<file path="src/rtl/ntsc_zbt_writer_if.sv">
// NTSC packer / display / ZBT port bundle for ntsc_zbt_writer.
// The slave modport is the writer itself; the master modport is its environment.
interface ntsc_zbt_writer_if;
  logic        ntsc_we;
  logic [18:0] ntsc_addr;
  logic [35:0] ntsc_data;
  logic        frame_number;
  logic        disp_req;
  logic [18:0] disp_addr;
  logic [18:0] zbt_addr;
  logic        zbt_we;
  logic [35:0] zbt_wdata;
  logic        fifo_full;
  logic [7:0]  overflow_cnt;
  logic        disp_buf;

  modport slave (
    input  ntsc_we, ntsc_addr, ntsc_data, frame_number,
    input  disp_req, disp_addr,
    output zbt_addr, zbt_we, zbt_wdata,
    output fifo_full, overflow_cnt, disp_buf
  );

  modport master (
    output ntsc_we, ntsc_addr, ntsc_data, frame_number,
    output disp_req, disp_addr,
    input  zbt_addr, zbt_we, zbt_wdata,
    input  fifo_full, overflow_cnt, disp_buf
  );
endinterface

</file>
<file path="src/rtl/ntsc_zbt_writer.sv">
// NTSC-to-ZBT write FIFO with display-priority arbitration.
// Optional DOUBLE_BUFFER_EN selects the frame half via address bit 18.
module ntsc_zbt_writer #(
  parameter int FIFO_DEPTH = 8
) (
  input  logic               clk,
  input  logic               reset_n,
  ntsc_zbt_writer_if.slave   bus
);

  localparam int PW = $clog2(FIFO_DEPTH);
  localparam int CW = PW + 1;

  typedef struct packed {
    logic        frame;
    logic [18:0] addr;
    logic [35:0] data;
  } entry_t;

  entry_t          mem_q [FIFO_DEPTH];
  logic [PW-1:0]   wr_ptr_q, wr_ptr_d;
  logic [PW-1:0]   rd_ptr_q, rd_ptr_d;
  logic [CW-1:0]   count_q, count_d;
  logic [7:0]      ovf_q, ovf_d;
  logic [18:0]     zbt_addr_q, zbt_addr_d;
  logic            zbt_we_q, zbt_we_d;
  logic [35:0]     wdata_q, wdata_d;
  logic            p1_v_q, p1_v_d;
  logic [35:0]     p1_data_q, p1_data_d;
  logic            p2_v_q, p2_v_d;
  logic [35:0]     p2_data_q, p2_data_d;
  logic            disp_buf_q, disp_buf_d;

  entry_t          head;
  entry_t          wr_entry;
  logic            full;
  logic            empty;
  logic            pop;
  logic            push;
  logic            drop;
  logic [18:0]     wr_addr;
  logic [18:0]     rd_addr;
  logic            unused_bits;

  always_comb begin
    head     = mem_q[rd_ptr_q];
    wr_entry = '{frame: bus.frame_number,
                 addr:  bus.ntsc_addr,
                 data:  bus.ntsc_data};
    full  = (count_q == CW'(FIFO_DEPTH));
    empty = (count_q == '0);
    pop   = !bus.disp_req && !empty;
    push  = bus.ntsc_we && (!full || pop);
    drop  = bus.ntsc_we && full && !pop;
  end

`ifdef DOUBLE_BUFFER_EN
  always_comb begin
    wr_addr     = {head.frame, head.addr[17:0]};
    rd_addr     = {disp_buf_q, bus.disp_addr[17:0]};
    disp_buf_d  = ~bus.frame_number;
    unused_bits = ^{head.addr[18], bus.disp_addr[18]};
  end
`else
  always_comb begin
    wr_addr     = head.addr;
    rd_addr     = bus.disp_addr;
    disp_buf_d  = 1'b0;
    unused_bits = head.frame;
  end
`endif

  always_comb begin
    wr_ptr_d   = wr_ptr_q;
    rd_ptr_d   = rd_ptr_q;
    count_d    = count_q + CW'(push) - CW'(pop);
    ovf_d      = ovf_q;
    zbt_addr_d = zbt_addr_q;
    zbt_we_d   = 1'b0;
    if (push) wr_ptr_d = wr_ptr_q + PW'(1);
    if (pop)  rd_ptr_d = rd_ptr_q + PW'(1);
    if (drop && ovf_q != 8'hFF) ovf_d = ovf_q + 8'd1;
    unique case (1'b1)
      bus.disp_req: zbt_addr_d = rd_addr;
      pop: begin
        zbt_addr_d = wr_addr;
        zbt_we_d   = 1'b1;
      end
      default: ;
    endcase
  end

  // Write data trails its address by two edges to match the ZBT pipeline
  always_comb begin
    p1_v_d    = pop;
    p1_data_d = pop ? head.data : p1_data_q;
    p2_v_d    = p1_v_q;
    p2_data_d = p1_data_q;
    wdata_d   = p2_v_q ? p2_data_q : wdata_q;
  end

  always_ff @(posedge clk or negedge reset_n) begin
    if (!reset_n) begin
      for (int i = 0; i < FIFO_DEPTH; i++) mem_q[i] <= '0;
    end else if (push) begin
      mem_q[wr_ptr_q] <= wr_entry;
    end
  end

  always_ff @(posedge clk or negedge reset_n) begin
    if (!reset_n) begin
      wr_ptr_q   <= '0;
      rd_ptr_q   <= '0;
      count_q    <= '0;
      ovf_q      <= '0;
      zbt_addr_q <= '0;
      zbt_we_q   <= 1'b0;
      wdata_q    <= '0;
      p1_v_q     <= 1'b0;
      p1_data_q  <= '0;
      p2_v_q     <= 1'b0;
      p2_data_q  <= '0;
      disp_buf_q <= 1'b0;
    end else begin
      wr_ptr_q   <= wr_ptr_d;
      rd_ptr_q   <= rd_ptr_d;
      count_q    <= count_d;
      ovf_q      <= ovf_d;
      zbt_addr_q <= zbt_addr_d;
      zbt_we_q   <= zbt_we_d;
      wdata_q    <= wdata_d;
      p1_v_q     <= p1_v_d;
      p1_data_q  <= p1_data_d;
      p2_v_q     <= p2_v_d;
      p2_data_q  <= p2_data_d;
      disp_buf_q <= disp_buf_d;
    end
  end

  assign bus.zbt_addr     = zbt_addr_q;
  assign bus.zbt_we       = zbt_we_q;
  assign bus.zbt_wdata    = wdata_q;
  assign bus.fifo_full    = full;
  assign bus.overflow_cnt = ovf_q;
  assign bus.disp_buf     = disp_buf_q;

endmodule

</file>
<file path="src/flat_wrapper.sv">
// flat-port wrapper written by rule: the top's interface ports become plain ports
module ntsc_zbt_writer_flat 
#(
  parameter int FIFO_DEPTH = 8
)
  (clk, reset_n, bus_ntsc_we, bus_ntsc_addr, bus_ntsc_data, bus_frame_number, bus_disp_req, bus_disp_addr, bus_zbt_addr, bus_zbt_we, bus_zbt_wdata, bus_fifo_full, bus_overflow_cnt, bus_disp_buf);
  ntsc_zbt_writer_if bus_i ();
  input  logic clk;
  input  logic reset_n;
  input wire logic [$bits(bus_i.ntsc_we)-1:0] bus_ntsc_we;
  input wire logic [$bits(bus_i.ntsc_addr)-1:0] bus_ntsc_addr;
  input wire logic [$bits(bus_i.ntsc_data)-1:0] bus_ntsc_data;
  input wire logic [$bits(bus_i.frame_number)-1:0] bus_frame_number;
  input wire logic [$bits(bus_i.disp_req)-1:0] bus_disp_req;
  input wire logic [$bits(bus_i.disp_addr)-1:0] bus_disp_addr;
  output wire logic [$bits(bus_i.zbt_addr)-1:0] bus_zbt_addr;
  output wire logic [$bits(bus_i.zbt_we)-1:0] bus_zbt_we;
  output wire logic [$bits(bus_i.zbt_wdata)-1:0] bus_zbt_wdata;
  output wire logic [$bits(bus_i.fifo_full)-1:0] bus_fifo_full;
  output wire logic [$bits(bus_i.overflow_cnt)-1:0] bus_overflow_cnt;
  output wire logic [$bits(bus_i.disp_buf)-1:0] bus_disp_buf;
  assign bus_i.ntsc_we = bus_ntsc_we;
  assign bus_i.ntsc_addr = bus_ntsc_addr;
  assign bus_i.ntsc_data = bus_ntsc_data;
  assign bus_i.frame_number = bus_frame_number;
  assign bus_i.disp_req = bus_disp_req;
  assign bus_i.disp_addr = bus_disp_addr;
  assign bus_zbt_addr = bus_i.zbt_addr;
  assign bus_zbt_we = bus_i.zbt_we;
  assign bus_zbt_wdata = bus_i.zbt_wdata;
  assign bus_fifo_full = bus_i.fifo_full;
  assign bus_overflow_cnt = bus_i.overflow_cnt;
  assign bus_disp_buf = bus_i.disp_buf;
  ntsc_zbt_writer #(.FIFO_DEPTH(FIFO_DEPTH)) u_core (.clk(clk), .reset_n(reset_n), .bus(bus_i));
endmodule
</file>
<file path="config.mk">
export PLATFORM = sky130hd
export DESIGN_NAME = ntsc_zbt_writer_flat
export DESIGN_NICKNAME = d
export VERILOG_FILES = /design/src/rtl/ntsc_zbt_writer_if.sv /design/src/rtl/ntsc_zbt_writer.sv /design/src/flat_wrapper.sv
export SDC_FILE = /design/constraint.sdc
export NUM_CORES = 1
export LEC_CHECK = 0
export CAP_MARGIN = 20
export CORE_AREA = 5 5 223 225
export DETAILED_ROUTE_END_ITERATION = 8
export DIE_AREA = 0 0 228 230
export MAX_ROUTING_LAYER = met4
export PLACE_DENSITY_LB_ADDON = 0.12
export SYNTH_ARGS = -nofsm -noshare
export SYNTH_HDL_FRONTEND = slang
export SYNTH_SLANG_ARGS = --single-unit
</file>
<file path="constraint.sdc">
create_clock -name clk -period 2.1 [get_ports clk]
set_input_delay 0.21 -clock clk [delete_from_list [all_inputs] [get_ports clk]]
set_output_delay 0.21 -clock clk [all_outputs]
set_load 0.01 [all_outputs]
</file>
==> metrics.md, run 1 <==
| Metric | Value |
|---|---|
| Pre-CTS WS | `-276 ps` |
| Via density | `5.81` |
| GRT Total Usage | `23.6%` |
| Final Cell Area | `31,500 um^2` |
| FF-to-FF End | `u_core.mem_q[168]` |
| Crit-path cells | `inv_2, ha_4, or2_4, a21bo_4, or4b_4, buf_12, mux2_1` |
| Post-route minimum period | `2300 ps` |
| Dominant synthesized flop cell | `dfrtp_1` |
| Worst reg2reg path depth | `7` |
| Die Span Y | `230 um` |
| Clk_lat worst skew | `630 ps` |
| Fmax | `434 MHz` |
| Final worst setup slack | `-202 ps` |
| Worst-path clk slew | `60 ps` |
| Total CTS buffers | `61` |
| Worst Path Max Fanout | `21` |
| Die area | `52,400 um^2` |
| Worst Setup End Kind | `flip-flop` |
| Failing checks | `setup timing` |
| Critical path buffers and inverters | `2` |
| NetSw | `15.9 mW` |
| Initial DRC Count | `888` |
| Setup-failing EPs final | `443` |
| Crit. Startpoint | `u_core.count_q[3]` |
| Setup repair after global routing missed its margin | `true` |
| Critical path's slowest cell | `or4b_4` |
| Synthesized area | `25,200 um^2` |
| Reg-to-reg slack, setup | `-200 ps` |
| Peak VDD IR | `0.900 mV` |
| Post-route ant nets | `0` |
| Levels on crit path | `7` |
| DP Area | `28,000 um^2` |
| DRC Markers | `0` |
| CP arrival | `2800 ps` |
| Met3 wire len | `2570 um` |
| IO Port Bufs | `142` |
| Fin. Hold Viols | `0` |
| Yosys reg bits | `587` |
| Area delta synth->final | `24.7%` |
| # nets final | `2,064` |
| Sink Count | `587` |
| Final Cycle Share | `110%` |
| CTS root buffer | `clkbuf_16` |
| Leakage | `14.7 nW` |
| Wire length on met2 | `31,200 um` |
| Final std cells w/o fill | `2,642` |
| Largest net degree at the start of global routing | `81` |
| Commonest cells after routing, fill and taps aside | `dfrtp_1, mux2_2, mux2i_1` |
| Core area | `47,300 um^2` |
| M1 wire length | `28,500 um` |
| TritonRoute pass-1 iters | `5` |
| CP delay by family, top | `simple AND/OR/NAND/NOR gates` |
| Status | `finished with violations` |
| IO Pins | `145` |
| Max Slew Vio Count | `0` |
| Hpwl dp | `35,200 um` |
| Synth warn | `0` |
| Part of the power in registers | `39.3%` |
| P_int | `34.8 mW` |
| Via count of the first global-routing pass | `16,400` |
| Clk pwr share | `21.9%` |
| Fraction of registers with async set/reset | `100%` |
| Post-Place Cells | `2,476` |
| Mapped Nets | `1,835` |
| Rel. slew slack | `60.9%` |
| H-Tree Depth | `2` |
| Gpl congestion | `0.755` |
| Startpoint Class | `flip-flop` |
| Total grt overflow | `0` |
| Placement Rows | `80` |
| Syn_area_per_cell | `14.5 um^2` |
| Final core occ | `66.5%` |
| Skew final | `24.5 ps` |
| Drt total wl | `63,600 um` |
| # diodes | `0` |
| Number of flops mapped to enable cells by yosys | `0` |
| Switching share of total power | `31.3%` |
| Vias | `15,400` |
| Critical path class | `reg2reg` |
| Hold Path Class | `in2async` |
| Tightest Pin Transition | `586 ps` |
| Seq/Total Area, Yosys | `58.2%` |
| Max_cap viols | `0` |
| CP max stage delay | `570 ps` |
| Initial antenna violation count | `0` |
| Filler cells | `3,378` |
| Commonest non-fill, non-tap cell in the layout | `dfrtp_1` |
| Worst EP required | `2600 ps` |
| Combinational power share | `38.8%` |
| Layout cells sized above 1 | `37.4%` |
| Wire length per cell | `24.1 um` |
| Critical path capture point | `u_core.mem_q[168]` |
| Synth cell types | `43` |
| Clk buf depth | `3` |
| TritonCTS clock tree | `done` |
| PD cells | `1610 nW/um^2` |
| Syn Inst Count | `1,747` |
| Initial core utilization | `53.3%` |
| First-pass GRT wire length | `96,600 um` |
| RR Startpoint | `u_core.count_q[3]` |
| DR top layer | `met4` |
| Die Wd | `228 um` |
-- worst reg2reg max path, stage by stage, from the launching register on --
cell and delay (ps):
dfrtp_1 380, inv_2 60, ha_4 160, or2_4 230, a21bo_4 250, or4b_4 570, buf_12 220, mux2_1 340
-- final cells by class --
| type | instances | area [um^2] | share of cell area, % |
|---|---|---|---|
| clock buffer | 93 | 1840 | 5.84 |
| clock inverter | 21 | 258 | 0.819 |
| inverter | 25 | 101 | 0.322 |
| multi-input combinational | 1018 | 10200 | 32.3 |
| sequential | 587 | 14700 | 46.7 |
| tap | 615 | 769 | 2.44 |
| timing repair buffer | 283 | 3650 | 11.6 |
-- power groups by stage --
stage	clock network, mW	registers [mW]	logic, mW
after floorplan	0	19.3	12.6
after global placement	0	19.7	17.5
after detailed placement	0	20.0	18.0
after CTS	11.3	19.8	19.0
after global routing	11.8	20.6	21.1
final	11.1	20.0	19.7
-- sequential cells by signal, summed over array words and instances, names as in the netlist, 3 cells and up --
register and cells:
u_core.rd_ptr_q 3, u_core.count_q 4, u_core.bus.zbt_wdata 36, u_core.wr_ptr_q 3, u_core.bus.overflow_cnt 8, u_core.p2_data_q 36, u_core.bus.zbt_addr 19, u_core.p1_data_q 36
u_core.mem_q 440
-- per-layer routing --
metal | global-route usage, % | vias to the layer above
met5 | - | -
met1 | 32.2 | 8115
met4 | 5.88 | 0
li1 | - | 6819
met2 | 38.4 | 319
met3 | 2.97 | 99
-- cells in the mapped netlist (6+ instances only) --
library cell	number	area share [%]
dfrtp_1	587	58
mux2_4	50	3.0
xor2_1	6	0.21
nand2_1	86	1.3
nor2b_1	7	0.17
nor3_1	10	0.20
buf_6	10	0.45
nand3_1	41	0.81
o22ai_1	19	0.47
a221oi_1	19	0.66
mux2_1	50	2.2
mux4_2	19	1.7
mux2_2	379	17
a22oi_1	72	2.1
a211oi_1	14	0.42
mux2i_1	182	7.2
buf_2	57	1.1
nor2_1	24	0.36
clkbuf_1	46	0.68
ha_1	8	0.40
inv_1	24	0.36
-- timing repair --
action                                  in CTS  in global routing
endpoints found under the hold margin      399                  0
hold buffers                                 1                  0
buffers inserted                            12                  6
pin swaps                                    1                  6
resized for setup                           73                 46
endpoints found under the setup margin     324                445
gates cloned                                16                 21
-- through the flow --
step,power [mW],hold slack (ps),setup TNS [ps]
2_1_floorplan,31.9,-85.6,-8070
5_1_grt,53.5,141,-75250
3_3_place_gp,37.2,159,-37960
4_1_cts,50.1,97.2,-33620
3_5_place_dp,37.9,162,-43130
6_report,50.7,117,-48710
-- worst min path at each step --
stage / startpoint / end / slack, ps / depth (start not counted)
floorplan: reset_n / u_core.bus.overflow_cnt[0] / -90 / 0
global placement: reset_n / u_core.bus.overflow_cnt[4] / 160 / 1
detailed placement: reset_n / u_core.bus.overflow_cnt[4] / 160 / 1
CTS: reset_n / u_core.mem_q[156] / 100 / 2
global route: reset_n / u_core.mem_q[156] / 140 / 2
finish: reset_n / u_core.mem_q[156] / 120 / 2
-- kinds of logic (layout without fill, tap and decap cells) --
logic type      after synthesis  after routing  synth area share (%)
compound gates              130            130                  3.86
flops                       587            587                  58.2
fa+ha+maj                     9              9                 0.476
xor+xnor                     10             10                 0.347
mux                         680            680                  31.0
buf+inv                     143            422                  2.75
other cells                   1              1                0.0149
simple gates                187            188                  3.36
(Power assumes the default switching activity.)
==> run 2: changes to the inputs <==
CORE_AREA = 5 5 212 214   (was 5 5 223 225)
DIE_AREA = 0 0 217 219   (was 0 0 228 230)
clock period = 2.86 ns   (was 2.1 ns; I/O delays follow)
==> run 2 against run 1 <==
Clock skew decreased by 4.6 ps; sequential cell count stayed put; the flow now finishes without violations; worst setup slack improved by 500 ps.
==> metrics.md, run 2 (synthesis gave the netlist of run 1 again) <==
| Metric | Value |
|---|---|
| Worst Path Max Fanout | `34` |
| Final Cell Area | `29,400 um^2` |
| Hold Slack | `244 ps` |
| Wire length per cell | `22.0 um` |
| Status | `completed` |
| Levels on crit path | `8` |
| Max Slew Vio Count | `0` |
| TritonCTS clock tree | `done` |
| Final std cells w/o fill | `2,483` |
| DP Area | `27,500 um^2` |
| Largest net degree at the start of global routing | `94` |
| GRT busiest layer | `met2` |
| Initial core utilization | `59.1%` |
| Critical path capture point | `u_core.mem_q[443]` |
| Hpwl dp | `31,900 um` |
| Sink Count | `587` |
| Final Cycle Share | `89.4%` |
| Fin. Hold Viols | `0` |
| Total grt overflow | `0` |
| Initial DRC Count | `1,056` |
| Core area | `42,700 um^2` |
| Tightest Pin Transition | `877 ps` |
| Largest Register | `u_core.mem_q` |
| Startpoint Class | `flip-flop` |
| DRC Markers | `0` |
| Reg-to-reg slack, setup | `300 ps` |
| CTS Hold Bufs | `1` |
| PD cells | `1180 nW/um^2` |
| Worst EP required | `3340 ps` |
| Worst-path clk slew | `60 ps` |
| Die area | `47,500 um^2` |
| Placement Rows | `76` |
| Crit. Startpoint | `u_core.count_q[2]` |
| CTS root buffer | `clkbuf_16` |
| Rel. slew slack | `41.5%` |
| Met3 global-route usage | `3.89%` |
| Clk_lat worst skew | `610 ps` |
| Worst Setup End Kind | `flip-flop` |
| CP arrival | `3040 ps` |
| Post-route ant nets | `0` |
| Global-route track usage on met1 | `32.1%` |
| # nets final | `1,979` |
| Routing usage on met2 | `39.6%` |
| Critical path class | `reg2reg` |
| Post-Place Cells | `2,376` |
| Commonest non-fill, non-tap cell in the layout | `dfrtp_1` |
| Initial antenna violation count | `5` |
| Post-route minimum period | `2560 ps` |
| Fmax | `391 MHz` |
| Gpl congestion | `0.754` |
| Peak VDD IR | `0.710 mV` |
| Setup-failing EPs final | `0` |
| First-pass GRT wire length | `88,600 um` |
| Leakage | `13.5 nW` |
| TritonRoute pass-1 iters | `5` |
| Layout cells sized above 1 | `31.6%` |
| Total CTS buffers | `58` |
| Post-CTS setup buffers | `0` |
| RR Startpoint | `u_core.count_q[2]` |
| Vias | `14,800` |
| Setup repair after global routing missed its margin | `false` |
| CP delay by family, top | `buffers and inverters` |
| PostCTS Resize Cnt | `0` |
| Commonest cells after routing, fill and taps aside | `dfrtp_1, mux2_2, mux2i_1` |
| Max_cap viols | `0` |
| IO Port Bufs | `142` |
| Critical path buffers and inverters | `3` |
| GRT Total Usage | `24.1%` |
| Die Span Y | `219 um` |
| Skew final | `19.9 ps` |
| IO Pins | `145` |
| H-Tree Depth | `2` |
| Hold Path Class | `in2reg` |
| Critical path's slowest cell | `buf_4` |
| Worst reg2reg path depth | `8` |
| Drt total wl | `54,500 um` |
| CP max stage delay | `510 ps` |
| Max reg flops | `440` |
| Crit-path cells | `inv_1, ha_1, nor3b_1, a21bo_2, inv_2, nand3b_1, buf_4, mux2_2` |
| Clk buf depth | `3` |
| Area delta synth->final | `16.3%` |
| Via density | `5.95` |
| Via count of the first global-routing pass | `15,800` |
| PnR Total Power | `34.5 mW` |
| Die Wd | `217 um` |
| FF-to-FF End | `u_core.mem_q[443]` |
| Setup TNS | `0 ps` |
run 2: cell count changes in the layout (fill, tap and decap cells not counted), moves of 10 or more:
cell	previous run	this run
buf_4	50	40
buf_6	15	0
buf_16	15	0
mux2_4	99	50
buf_12	40	19
mux2_1	5	50
clkbuf_16	78	59
run 2: per-stage QoR:
step / util [%] / setup slack [ps]
after floorplan: - / 569
after global placement: 64.4 / 323
after detailed placement: 64.4 / 287
after CTS: 68.8 / 324
after global routing: 68.8 / 195
final: 68.8 / 303
run 2: worst min-delay path by stage:
| stage | from | endpoint | slack (ps) | depth (start not counted) |
|---|---|---|---|---|
| 2_1_floorplan | reset_n | u_core.bus.overflow_cnt[0] | -10 | 0 |
| 3_3_place_gp | u_core.p1_v_q | u_core.p2_v_q | 360 | 0 |
| 3_5_place_dp | u_core.p1_data_q[10] | u_core.p2_data_q[10] | 360 | 0 |
| 4_1_cts | bus_disp_addr[5] | u_core.bus.zbt_addr[5] | 210 | 3 |
| 5_1_grt | bus_disp_addr[10] | u_core.bus.zbt_addr[10] | 240 | 3 |
| 6_report | bus_disp_addr[5] | u_core.bus.zbt_addr[5] | 240 | 3 |
run 2: cell type report:
cell class	instances	area (um^2)
timing repair buffer	202	2120
tap	546	683
clock inverter	14	129
fill	3018	13300
antenna	5	12.5
sequential	587	14700
inverter	25	93.8
clock buffer	87	1730
multi-input combinational	1017	9910
run 2: power by group:
part | internal [mW] | switching (mW)
Combinational | 6.99 | 5.50
Clock | 4.32 | 3.09
Sequential | 12.5 | 2.18
Total | 23.8 | 10.8
run 2: tightest hold or removal path: stages:
cell	delay (ps)
clkdlybuf4s50_1	390
inv_1	50
a221oi_1	60
run 2: metal layers:
layer  part of all wire (%)  wire length [um]  up-vias
li1                       -                 -     6622
met1                     44             24100     7807
met2                     50             27200      262
met3                    3.9              2120       91
met4                    2.2              1210        0
met5                      0                 0        -
